==> src/rtl/combo_lock_pkg.sv <==
// Shared types and 7-segment constants for the parametrised combination lock.
// Segments are active-low, bit order {a,b,c,d,e,f,g}.
package combo_lock_pkg;

    typedef enum logic [2:0] {
        ST_IDLE,
        ST_OK,
        ST_ERR,
        ST_OPEN,
        ST_CLOSED,
        ST_PROG,
        ST_LOCKOUT
    } state_t;

    localparam logic [6:0] SEG_ZERO   = 7'b0000001;
    localparam logic [6:0] SEG_OPEN   = 7'b1100010;  // 'o'
    localparam logic [6:0] SEG_CLOSED = 7'b0110001;  // 'C'
    localparam logic [6:0] SEG_ERR    = 7'b1111010;  // 'r'
    localparam logic [6:0] SEG_LOCK   = 7'b1110001;  // 'L'

    // Index 15 first: F E d C b A 9 8 7 6 5 4 3 2 1 0
    localparam logic [15:0][6:0] SEG_DIGITS = {
        7'b0111000, 7'b0110000, 7'b1000010, 7'b0110001,
        7'b1100000, 7'b0001000, 7'b0000100, 7'b0000000,
        7'b0001111, 7'b0100000, 7'b0100100, 7'b1001100,
        7'b0000110, 7'b0010010, 7'b1001111, 7'b0000001
    };

    function automatic logic [6:0] seg_of(input logic [3:0] v);
        return SEG_DIGITS[v];
    endfunction

endpackage

==> src/rtl/seg7_decode.sv <==
// Combinational 4-bit to active-low 7-segment decode with out-of-base flag.
// Latency 0; no flow control.
module seg7_decode
    import combo_lock_pkg::*;
#(
    parameter int BASE = 10
) (
    input  logic [3:0] val,
    output logic [6:0] seg,
    output logic       invalid
);

    assign seg     = seg_of(val);
    assign invalid = ({1'b0, val} >= 5'(BASE));

endmodule

==> src/rtl/combo_lock_param.sv <==
// Parametrised combination lock FSM with reprogrammable code; optional lockout via COMBO_LOCK_LOCKOUT_EN.
// Latency: 1 clock from digit_valid to state/outputs. No backpressure: every strobe is consumed or ignored.
module combo_lock_param
    import combo_lock_pkg::*;
#(
    parameter int                      CODE_LEN       = 6,
    parameter int                      BASE           = 10,
    parameter logic [4*CODE_LEN-1:0]   DEFAULT_CODE   = 24'h211525,
    parameter int                      MAX_FAILS      = 3,
    parameter int                      LOCKOUT_CYCLES = 16
) (
    input  logic                            clock,
    input  logic                            reset,
    input  logic [3:0]                      digit,
    input  logic                            digit_valid,
    input  logic                            clear,
    input  logic                            prog_req,
    output logic [6:0]                      hex0,
    output logic [$clog2(CODE_LEN+1)-1:0]   pos_o,
    output logic                            open_o,
    output logic                            closed_o,
    output logic                            lockout_o,
    output logic                            prog_o
);

    localparam int PW = $clog2(CODE_LEN + 1);
    localparam int CW = 4 * CODE_LEN;

    state_t           state, state_n;
    logic [PW-1:0]    pos_n;
    logic [6:0]       hex_n;
    logic [CW-1:0]    code, code_n;
    logic [CW-1:0]    shadow, shadow_n;
    logic [CW-1:0]    code_shift;
    logic [3:0]       code_dig;
    logic [6:0]       dig_seg;
    logic             dig_bad;
    logic             last_dig;
    logic             good;

`ifdef COMBO_LOCK_LOCKOUT_EN
    localparam int FW = $clog2(MAX_FAILS + 1);
    localparam int LW = $clog2(LOCKOUT_CYCLES + 1);
    logic [FW-1:0] fail_cnt, fail_n;
    logic [LW-1:0] lock_cnt, lock_n;
`endif

    seg7_decode #(.BASE(BASE)) u_dec (
        .val     (digit),
        .seg     (dig_seg),
        .invalid (dig_bad)
    );

    // Digit pos of the stored code sits in the top nibble after shifting left by pos nibbles.
    assign code_shift = code << {pos_o, 2'b00};
    assign code_dig   = code_shift[CW-1 -: 4];
    assign last_dig   = (pos_o == PW'(CODE_LEN - 1));
    assign good       = (state != ST_ERR) && !dig_bad && (digit == code_dig);

    always_comb begin
        state_n  = state;
        pos_n    = pos_o;
        hex_n    = hex0;
        code_n   = code;
        shadow_n = shadow;
`ifdef COMBO_LOCK_LOCKOUT_EN
        fail_n   = fail_cnt;
        lock_n   = lock_cnt;
`endif
        case (state)
            ST_IDLE, ST_OK, ST_ERR: begin
                if (clear) begin
                    state_n = ST_IDLE;
                    pos_n   = '0;
                    hex_n   = SEG_ZERO;
                end else if (digit_valid) begin
                    pos_n = pos_o + PW'(1);
                    hex_n = dig_bad ? SEG_ERR : dig_seg;
                    if (!last_dig) begin
                        state_n = good ? ST_OK : ST_ERR;
                    end else if (good) begin
                        state_n = ST_OPEN;
                        hex_n   = SEG_OPEN;
`ifdef COMBO_LOCK_LOCKOUT_EN
                        fail_n  = '0;
`endif
                    end else begin
`ifdef COMBO_LOCK_LOCKOUT_EN
                        if (fail_cnt == FW'(MAX_FAILS - 1)) begin
                            state_n = ST_LOCKOUT;
                            hex_n   = SEG_LOCK;
                            lock_n  = LW'(LOCKOUT_CYCLES - 1);
                        end else begin
                            state_n = ST_CLOSED;
                            hex_n   = SEG_CLOSED;
                            fail_n  = fail_cnt + FW'(1);
                        end
`else
                        state_n = ST_CLOSED;
                        hex_n   = SEG_CLOSED;
`endif
                    end
                end
            end
            ST_OPEN: begin
                if (clear) begin
                    state_n = ST_IDLE;
                    pos_n   = '0;
                    hex_n   = SEG_ZERO;
                end else if (prog_req) begin
                    state_n  = ST_PROG;
                    pos_n    = '0;
                    shadow_n = '0;
                end
            end
            ST_CLOSED: begin
                if (clear) begin
                    state_n = ST_IDLE;
                    pos_n   = '0;
                    hex_n   = SEG_ZERO;
                end
            end
            ST_PROG: begin
                if (clear) begin
                    state_n = ST_IDLE;
                    pos_n   = '0;
                    hex_n   = SEG_ZERO;
                end else if (digit_valid) begin
                    if (dig_bad) begin
                        state_n = ST_IDLE;
                        pos_n   = '0;
                        hex_n   = SEG_ERR;
                    end else begin
                        shadow_n = {shadow[CW-5:0], digit};
                        hex_n    = dig_seg;
                        if (last_dig) begin
                            code_n  = {shadow[CW-5:0], digit};
                            state_n = ST_IDLE;
                            pos_n   = '0;
                        end else begin
                            pos_n = pos_o + PW'(1);
                        end
                    end
                end
            end
`ifdef COMBO_LOCK_LOCKOUT_EN
            ST_LOCKOUT: begin
                if (lock_cnt == '0) begin
                    state_n = ST_IDLE;
                    pos_n   = '0;
                    hex_n   = SEG_ZERO;
                    fail_n  = '0;
                end else begin
                    lock_n = lock_cnt - LW'(1);
                end
            end
`endif
            default: begin
                state_n = ST_IDLE;
                pos_n   = '0;
                hex_n   = SEG_ZERO;
            end
        endcase
    end

    always_ff @(posedge clock or negedge reset) begin
        if (!reset) begin
            state    <= ST_IDLE;
            pos_o    <= '0;
            hex0     <= SEG_ZERO;
            code     <= DEFAULT_CODE;
            shadow   <= '0;
            open_o   <= 1'b0;
            closed_o <= 1'b0;
            prog_o   <= 1'b0;
        end else begin
            state    <= state_n;
            pos_o    <= pos_n;
            hex0     <= hex_n;
            code     <= code_n;
            shadow   <= shadow_n;
            open_o   <= (state_n == ST_OPEN);
            closed_o <= (state_n == ST_CLOSED);
            prog_o   <= (state_n == ST_PROG);
        end
    end

`ifdef COMBO_LOCK_LOCKOUT_EN
    always_ff @(posedge clock or negedge reset) begin
        if (!reset) begin
            fail_cnt  <= '0;
            lock_cnt  <= '0;
            lockout_o <= 1'b0;
        end else begin
            fail_cnt  <= fail_n;
            lock_cnt  <= lock_n;
            lockout_o <= (state_n == ST_LOCKOUT);
        end
    end
`else
    assign lockout_o = 1'b0;
`endif

endmodule

==> config.mk <==
export PLATFORM = sky130hd
export DESIGN_NAME = combo_lock_param
export DESIGN_NICKNAME = d
export VERILOG_FILES = /design/src/rtl/combo_lock_pkg.sv /design/src/rtl/seg7_decode.sv /design/src/rtl/combo_lock_param.sv
export SDC_FILE = /design/constraint.sdc
export NUM_CORES = 1
export LEC_CHECK = 0
export CORE_ASPECT_RATIO = 0.7
export CORE_MARGIN = 2
export CORE_UTILIZATION = 54
export DETAILED_ROUTE_END_ITERATION = 8
export PLACE_DENSITY = 0.75
export SYNTH_ARGS = -nofsm -noshare
export SYNTH_HDL_FRONTEND = slang
export SYNTH_SLANG_ARGS = --single-unit
==> constraint.sdc <==
create_clock -name clock -period 3.9 [get_ports clock]
set_input_delay 0.975 -clock clock [delete_from_list [all_inputs] [get_ports clock]]
set_output_delay 0.975 -clock clock [all_outputs]
set_load 0.05 [all_outputs]
==> reports/results.tsv <==
stage	metric	value	unit
setup_path	r2r_slack	0.87	ns
setup_path	crit_path_top_delay_cell	clkdlybuf4s50_1	
cts	cts_tree	yes	
floorplan	start_util	55.35	%
sta	min_period_over_period	86.17	%
sta	worstMarginPinSlew	0.7470	ns
power	leakage	1.613	nW
hold_path	hold_class	reg -> reg	
placed_design	gp_congestion	0.9334	
cts	worstSkewPairLatency	0.34	ns
synth	synth_seq_area_share	48.21	%
sta	slew_violations	0	
setup_path	start_kind	input pin	
sta	hold_viol_final	0	
power	power_frac_comb	10.8	%
global_routing	first_global_vias	2287	
run	max_cap_viol_count	0	
sta	rsz0062_at_grt	false	
final_layout	num_antenna_cells	0	
power	pwr-share-seq	43.0	%
power	power	1.497	mW
setup_path	slowest_delay	0.54	ns
power	switching_share	24.32	%
synth	synth_top_area_share	40.67	%
floorplan	die_h	67.78	µm
synth	async_reset_ff_share	100.0	%
global_routing	antenna_found_initial	0	
cts	post-cts-setup-buffer-count	0	
cts	cts_resized	0	
route	routed_wl	6.499	mm
final_layout	seq_area	0.001513	mm²
route	drc	0	
synth	yosysTopAreaCell	dfrtp_1	
cts	cts_buffer_depth	2	
final_layout	final_layout_size_suffix_gt1_share	20.76	%
global_routing	grt_max_degree	41	
floorplan	die_x	95.12	µm
global_routing	grt_usage	22.64	%
cts	htree_levels	3	
route	ant_nets	0	
sta	setup_viol	0	
run_status	outcome	complete, no violations	
floorplan	boundaryPins	23	
power	peakVddDrop	257.3	µV
synth	yosysMostFrequentCell	nand2_1	
synth	ys_types	51	
floorplan	die-area	0.006447	mm²
sta	min_period	3.361	ns
route	firstDrtPassIters	5	
synth	syn-num-nets	330	
global_routing	grt_pass1_wl	11.05	mm
setup_path	crit_path_end_kind	flop	
synth	synth_area_leaders	dfrtp_1 (41%), mux2_2 (9.7%), dfstp_2 (7.5%), nand2_1 (7.1%), o21ai_0 (5.4%)	
route	vias_per_cell	5.635	
setup_path	cp_cell_sequence	clkdlybuf4s50_1 > clkinv_1 > xnor2_1 > a22oi_1 > o21ai_0 > and4_4 > inv_4 > ha_1 > nand3_1 > a21o_1 > a31oi_1 > buf_4 > nand3_1 > o22ai_1	
synth	syn_area	0.003138	mm²
synth	ys_ff_latch	60	
route	vias	2350	
setup_path	path_max_fanout	8	
global_routing	grt_overflow_total	0	
cts	cts-hold-fix-buffers	0	
floorplan	core_area	0.005669	mm²
power	switchingPower	364.2	µW
final_layout	nets	354	
final_layout	multi_input_area	0.001489	mm²
final_layout	utilization	64.97	%
setup_path	worstSetupPathType	in -> reg	
cts	cts-buffers-inserted	9	
power	power.density	406.5	mW/mm²
final_layout	fillers	450	
synth	synth_top_cells_by_count	nand2_1 (59), dfrtp_1 (51), o21ai_0 (34)	
sta	setup_tns	0	ns
route	drt_iter0_drc	191	
final_layout	syn_to_final_growth	17.38	%
placed_design	port_buffers	21	
sta	max_freq	297.6	MHz
cts	cts.sinks	60	
floorplan	rows	23	
sta	fin_skew	0.004419	ns
placed_design	hpwl	4.570	mm
setup_path	worst_path_most_repeated_cell	nand3_1	
synth	synth-edff-count	0	
setup_path	cp.arrival	3.63	ns
cts	cts_root_buf	clkbuf_8	
power	internal-power	1.133	mW
sta	whs	0.4764	ns
synth	yosysWarnings	0	
setup_path	crit_required	4.17	ns
cts	path_clk_slew	0.07	ns
power	clkPwrFrac	46.2	%
synth	avgSynthCellArea	10.03	µm²
synth	syn_inst	313	
synth	synth_ff_type	dfrtp_1	
sta	slew_headroom	50.20	%
route	wire_per_inst	15.59	µm
## routing by layer
metal  vias to the layer above  wire, µm  track usage, %
met1                      1135      3366           33.95
li1                       1141         -               -
met5                         -         0               0
met4                         0        39           6.884
met2                        67      2779           31.60
met3                         7       314           6.250
## path summary, 6_finish.rpt
kind                       startpoint         end  depth (start not counted)
max                          digit[0]      prog_o                         14
min                        shadow[17]  shadow[17]                          2
max reg2reg                  pos_o[0]      open_o                         12
min reg2reg                shadow[17]  shadow[17]                          2
max in group asynchronous       reset     code[2]                          2
min in group asynchronous       reset  shadow[17]                          1
## placed cells by master, fill, tap and decap left out, drive strengths merged, types with 6 or more instances in the layout
cell type and n:
ha 8, clkbuf 10, mux2 27, nand3 7
nor2b 6, clkdlybuf4s50 20, buf 13, nand2 59
a21oi 9, o21ai 35, inv 10, nor2 8
dfrtp 51, dfstp 9, o31ai 6
## power by group through the flow
stage                     Clock [mW]  Sequential, mW  Combinational, mW
after global routing           0.737           0.645              0.175
after floorplan                    0           0.686             0.0665
after CTS                      0.707           0.644              0.161
after detailed placement           0           0.656              0.161
final                          0.692           0.644              0.161
after global placement             0           0.655              0.160
## cells by family (layout without fill, tap and decap cells)
kind of cell	count (synthesis)	after routing	share of synthesized area, %
AND/OR/NAND/NOR	97	97	13.84
flip-flops	60	60	48.21
buffers and inverters	31	60	4.346
adder cells (fa/ha/maj)	8	8	3.190
multiplexers	34	34	12.84
AO/OA/AOI/OAI	76	76	15.79
other	1	1	0.1195
XOR/XNOR	6	6	1.675
## critical path, delay by kind of cell
| family | cells | cell delay (ns) |
|---|---|---|
| adder cells (fa/ha/maj) | 1 | 0.15 |
| AND/OR/NAND/NOR | 3 | 0.36 |
| AO/OA/AOI/OAI | 5 | 0.85 |
| buffers and inverters | 4 | 1.09 |
| XOR/XNOR | 1 | 0.22 |
## metrics by stage
stage / worst slack, ns / cell area [µm²] / cells
finish: 0.5395 / 3684 / 417
global route: 0.2900 / 3684 / 417
CTS: 0.6000 / 3684 / 417
detailed placement: 0.2377 / 3435 / 401
global placement: 0.3531 / 3435 / 401
floorplan: 0.8157 / 3138 / 313
## state kept, by name, indices dropped and copies added (netlist names)
signal    flops
prog_o        1
closed_o      1
hex0          7
open_o        1
code         24
pos_o         3
shadow       20
state         3
## area by class of cell
type / instances / area share [%]
clock buffer: 10 / 3.736
clock inverter: 6 / 3.023
inverter: 11 / 1.189
multi-input combinational: 222 / 40.42
sequential: 60 / 41.07
tap: 75 / 2.548
timing repair buffer: 33 / 8.016
No activity file was read; power rests on OpenSTA's default activity.
==> patch 1: new RTL, same flow settings <==
Remove the register `open_o`: a continuous assignment takes its place, so the output `open_o` follows one clock earlier.
--- a/src/rtl/combo_lock_param.sv
+++ b/src/rtl/combo_lock_param.sv
@@ -171,5 +171,4 @@
             code     <= DEFAULT_CODE;
             shadow   <= '0;
-            open_o   <= 1'b0;
             closed_o <= 1'b0;
             prog_o   <= 1'b0;
@@ -180,9 +179,10 @@
             code     <= code_n;
             shadow   <= shadow_n;
-            open_o   <= (state_n == ST_OPEN);
             closed_o <= (state_n == ST_CLOSED);
             prog_o   <= (state_n == ST_PROG);
         end
     end
+
+    assign open_o = (state_n == ST_OPEN);
 
 `ifdef COMBO_LOCK_LOCKOUT_EN
Function: changed (a bounded check fails within 10 cycles, from zero or initial values and one cycle with reset low).
==> patch 1 against the unedited design <==
- the run now ends with setup timing left
- setup slack got worse by 0.96 ns
- area after synthesis fell by 1.3%
- design area rose by 2.5%
- critical path depth fell by 2
- clock skew rose by 0.0031 ns
- critical path type is now register to output port
- largest power group is now sequential cells
- power fell by 5.9%
- wire length rose by 11%
- sequential cell count fell by 1
- clock power fell by 22%
==> patch 1: results (changes against the unedited design) <==
Timing
  – Post-Route Skew: 0.00749 ns (+0.00307 ns)
  – Setup TNS Final: -0.425 ns (-0.425 ns)
  – Final Max Slew Viols: 0 (unchanged)
  – Setup slack after layout: -0.425 ns (-0.964 ns)
  – Endpoints failing setup: 1 (+1)
  – Slew at the pin with the worst max-slew slack: 1.04 ns (+0.296 ns)

Synth
  – Synthesized Nets: 321 (-2.7%)
  – Top cells by area, synth: dfrtp_1, mux2_2, dfstp_2
  – Post-synthesis cell type count: 53 (+3.9%)
  – Syn Inst Count: 304 (-2.9%)
  – Most frequent cells after synthesis: nand2_1, dfrtp_1, o21ai_0
  – Register area share after synthesis: 48.0% (-0.18 points)

Power
  – Leak: 0.00168 uW (+3.9%)
  – Peak supply drop: 0.217 mV (-16%)

Min path
  – Worst min path class: register to register

Place
  – Dpl cell area: 3550 um^2 (+3.5%)
  – Routability cong.: 0.872 (-6.5%)
  – Cells after DPL: 409 (+2.0%)
  – Pre-CTS setup slack: -0.497 ns (-0.734 ns)
  – Half-perimeter wire length after placement: 5050 um (+11%)

GRT
  – Tot GR Track Use: 24.7% (+2.0 points)
  – Vias in the first global route: 2312 (+1.1%)
  – Largest net degree at the start of global routing: 47 (+15%)
  – First-pass GRT wire length: 11600 um (+5.3%)

Run status
  – Violated checks: setup timing
  – Status: complete, but fails checks

Critical path
  – Worst-path maximum fanout: 5 (-3)
  – CP Data Arrival Time: 3.35 ns (-0.28 ns)

Clock network
  – Inserted Clock Buffers: 9 (unchanged)
  – CTS max path bufs: 2 (unchanged)

Layout
  – Filler instances: 464 (+3.1%)
  – Layout Nets: 366 (+3.4%)
  – Final non-filler cell total: 429 (+2.9%)
  – Layout cells sized above 1: 27.1% (+6.4 points)

Route
  – First-pass DRT Iterations: 4 (-1)
  – Via-to-Cell Ratio: 5.78 (+2.6%)
  – WL/cell: 16.9 um (+8.4%)
  – Starting DRT DRC Count: 198 (+3.7%)
patch 1: area by class of cell:
class	count	area share [%]
multi-input cells	212	39.6
flip-flops and latches	59	39.5
repair buffers	53	12.0
clock buffers	14	4.04
well taps	75	2.49
inverters	14	1.43
clock inverters	2	0.928
patch 1: report_power, final:
part / total (uW) / internal [uW] / leakage [uW] / switching (uW)
combinational: 227 / 89.9 / 0.000802 / 137
clock: 543 / 313 / 0.0000947 / 231
sequential: 638 / 626 / 0.000780 / 12.1
patch 1: worst max-delay path, cell delays in order (launching register included):
cell	delay, ns
dfrtp_2	0.45
mux2_4	0.31
a222oi_1	0.42
xnor2_1	0.17
a311oi_2	0.30
nand4_4	0.14
ha_1	0.30
nand2_1	0.05
a211o_1	0.29
nor2_2	0.14
nand2_1	0.09
o22ai_4	0.18
buf_12	0.16
patch 1: kinds of logic (layout without fill, tap and decap cells):
family          Yosys count  count (layout)  synth area share (%)
compound gates           75              75                  16.0
xor+xnor                  6               6                  1.70
fa+ha+maj                 8               8                  3.23
buf+inv                  33              83                  4.52
flops                    59              59                  48.0
mux                      35              35                  13.6
other cells               1               1                 0.121
simple gates             87              87                  12.8
patch 1: metal layers:
metal / vias to the layer above / part of all wire [%] / GRT usage [%] / routed length [um]
met3: 10 / 6.2 / 7.03 / 448
met4: 0 / 1.6 / 8.15 / 114
met2: 88 / 44 / 36.6 / 3200
met1: 1214 / 48 / 35.1 / 3480
met5: - / 0 / 0 / 0
li1: 1168 / - / - / -
patch 1: worst paths after layout:
| check | end | slack (ns) | cells after the start | from |
|---|---|---|---|---|
| worst max-delay path | open_o | -0.42 | 12 | pos_o[0]$_DFFE_PN0P_ |
| worst min-delay path | shadow[17]$_DFFE_PN0P_ | 0.48 | 2 | shadow[17]$_DFFE_PN0P_ |
| worst max register to register | prog_o$_DFF_PN0_ | 0.77 | 13 | pos_o[0]$_DFFE_PN0P_ |
| worst min register to register | shadow[17]$_DFFE_PN0P_ | 0.48 | 2 | shadow[17]$_DFFE_PN0P_ |
| max in group asynchronous | code[21]$_DFFE_PN1P_ | 2.30 | 2 | reset |
| min in group asynchronous | prog_o$_DFF_PN0_ | 0.82 | 1 | reset |
patch 1: metrics by stage:
| step | hold WS, ns | util, % |
|---|---|---|
| global route | 0.524 | 66.9 |
| CTS | 0.479 | 66.9 |
| finish | 0.475 | 66.9 |
| detailed placement | 0.465 | 63.0 |
| floorplan | 0.444 | - |
| global placement | 0.455 | 63.0 |
patch 1: repair_timing:
action,4_1_cts,5_1_grt
pin swaps,7,0
gates resized for setup,3,0
buffers inserted,4,0
setup endpoints to repair,1,1
==> patch 2: new RTL, same flow settings <==
Without the edit above. Add a define of `COMBO_LOCK_LOCKOUT_EN`.
--- a/src/rtl/combo_lock_param.sv
+++ b/src/rtl/combo_lock_param.sv
@@ -1,4 +1,6 @@
 // Parametrised combination lock FSM with reprogrammable code; optional lockout via COMBO_LOCK_LOCKOUT_EN.
 // Latency: 1 clock from digit_valid to state/outputs. No backpressure: every strobe is consumed or ignored.
+`define COMBO_LOCK_LOCKOUT_EN
+
 module combo_lock_param
     import combo_lock_pkg::*;
Behaviour: same outputs for any inputs over 4 cycles, from zero or initial values and one cycle with reset low; that may be too few to reach the edited logic, so the function may still have changed.
==> patch 2 against the unedited design <==
- area after synthesis rose by 15%
- clock power fell by 17%
- wire length up 18%
- non-clock buffer count down 2
- register-to-register slack improved by 0.09 ns
- power is 8.8% higher
- sequential cell count rose by 8
- global-route usage grew 1.0 points
- setup slack improved by 0.10 ns
- design area increased by 12%
- utilization is 0.12 points lower
- critical path type unchanged
- highest routed layer unchanged
==> patch 2: results (changes against the unedited design) <==
GRT
  – M1 GR Usage: 36.4% (+2.5 points)
  – Vias in the first global route: 2644 (+16%)
  – Tot GR Track Use: 23.7% (+1.0 points)
  – Met3 usage: 7.90% (+1.6 points)
  – First-pass GRT wire length: 13300 um (+21%)
  – Met2 Usage GRT: 32.3% (+0.71 points)

Critical path
  – Reg2reg end: closed_o$_DFF_PN0_
  – Delay-heaviest family, CP: compound AO/OA/AOI/OAI gates
  – CP peak stage delay: 0.46 ns (-0.08 ns)
  – Reg2Reg Setup Slack: 0.96 ns (+0.09 ns)
  – CP Data Arrival Time: 3.49 ns (-0.14 ns)
  – Worst-path maximum fanout: 4 (-4)
  – Reg2Reg Depth: 7 (-5)

Route
  – Starting DRT DRC Count: 220 (+15%)
  – Detailed-routed wire length on met3: 608 um (+94%)
  – Final WL: 7660 um (+18%)
  – DR top layer: met4
  – First-pass DRT Iterations: 5 (unchanged)
  – Via-to-Cell Ratio: 5.76 (+2.3%)
  – Routed wl met2: 3130 um (+12%)
  – M1 wire length: 3860 um (+15%)

Synth
  – Post-synthesis cell type count: 53 (+3.9%)
  – Syn avg cell area: 9.91 um^2 (-1.2%)
  – Synthesized Nets: 381 (+15%)
  – Register area share after synthesis: 47.6% (-0.57 points)
  – Most frequent cells after synthesis: dfrtp_1, nand2_1, o21ai_0
  – Top cells by area, synth: dfrtp_1, mux2_2, dfstp_2

Min path
  – Hold Crit Endpoint: hex0[0]$_DFFE_PN1P_
  – Min-delay src: hex0[0]$_DFFE_PN1P_
  – Hold depth: 2 (unchanged)

Place
  – I/O Buffers: 22 (+4.8%)
  – Routability cong.: 0.985 (+5.6%)
  – Half-perimeter wire length after placement: 5440 um (+19%)
  – Cells after DPL: 465 (+16%)

Layout
  – Filler instances: 520 (+16%)
  – Layout cells sized above 1: 18.2% (-2.6 points)
  – Final non-filler cell total: 481 (+15%)
  – Layout Nets: 403 (+14%)
  – Largest regs: code (24), shadow (20), hex0 (7)

Power
  – Leak: 0.00177 uW (+9.9%)
  – Peak supply drop: 0.230 mV (-11%)

Clock network
  – Worst-Skew Late Latency: 0.34 ns (about the same)
  – Worst-path clk slew: 0.07 ns (about the same)

Run status
  – Status: finished, final reports clean

Timing
  – Post-Route Skew: 0.00878 ns (+0.00436 ns)
  – Slew at the pin with the worst max-slew slack: 1.07 ns (+0.327 ns)
[patch 2: kinds of logic after synthesis]
kind of cell,after synthesis,share of synthesized area (%)
multiplexers,36,11.6
flip-flops,68,47.6
adder cells (fa/ha/maj),9,3.13
AND/OR/NAND/NOR,113,15.0
AO/OA/AOI/OAI,100,18.1
buffers and inverters,35,4.04
XOR/XNOR,2,0.487
[patch 2: area by class of cell]
class | count | area [um^2] | area share (%)
multi-input cells | 260 | 1750 | 42.5
flip-flops and latches | 68 | 1710 | 41.7
repair buffers | 31 | 283 | 6.88
clock buffers | 12 | 145 | 3.53
well taps | 91 | 114 | 2.77
inverters | 15 | 56.3 | 1.37
clock inverters | 4 | 51.3 | 1.25
[patch 2: worst reg2reg max path: stages (launching register included)]
cell and delay (ns):
dfrtp_1 0.80, mux4_2 0.60, a2bb2oi_1 0.24, nor2_1 0.06, or3_4 0.38, o21ai_4 0.17
or3b_1 0.39, and3_1 0.20
[patch 2: where the power goes]
part           leakage, uW  switching (uW)  total (uW)  internal [uW]
registers         0.000898            45.1         782            737
clock network    0.0000966             260         573            313
logic             0.000779             169         274            105
[patch 2: worst max path at each step]
stage               startpoint             endpoint  cells after the start
floorplan             digit[2]   closed_o$_DFF_PN0_                      8
global placement      digit[1]   closed_o$_DFF_PN0_                      8
detailed placement    digit[1]   closed_o$_DFF_PN0_                      8
CTS                   digit[1]   closed_o$_DFF_PN0_                      8
global route          digit[1]  hex0[4]$_DFFE_PN0P_                      8
finish                digit[1]   closed_o$_DFF_PN0_                      8
[patch 2: stage by stage]
step	instance area (um^2)	worst slack, ns	hold WS, ns
final	4110	0.642	0.459
after global routing	4110	0.445	0.506
after CTS	4110	0.655	0.461
after detailed placement	3910	0.296	0.450
after global placement	3910	0.477	0.454
after floorplan	3600	0.949	0.444
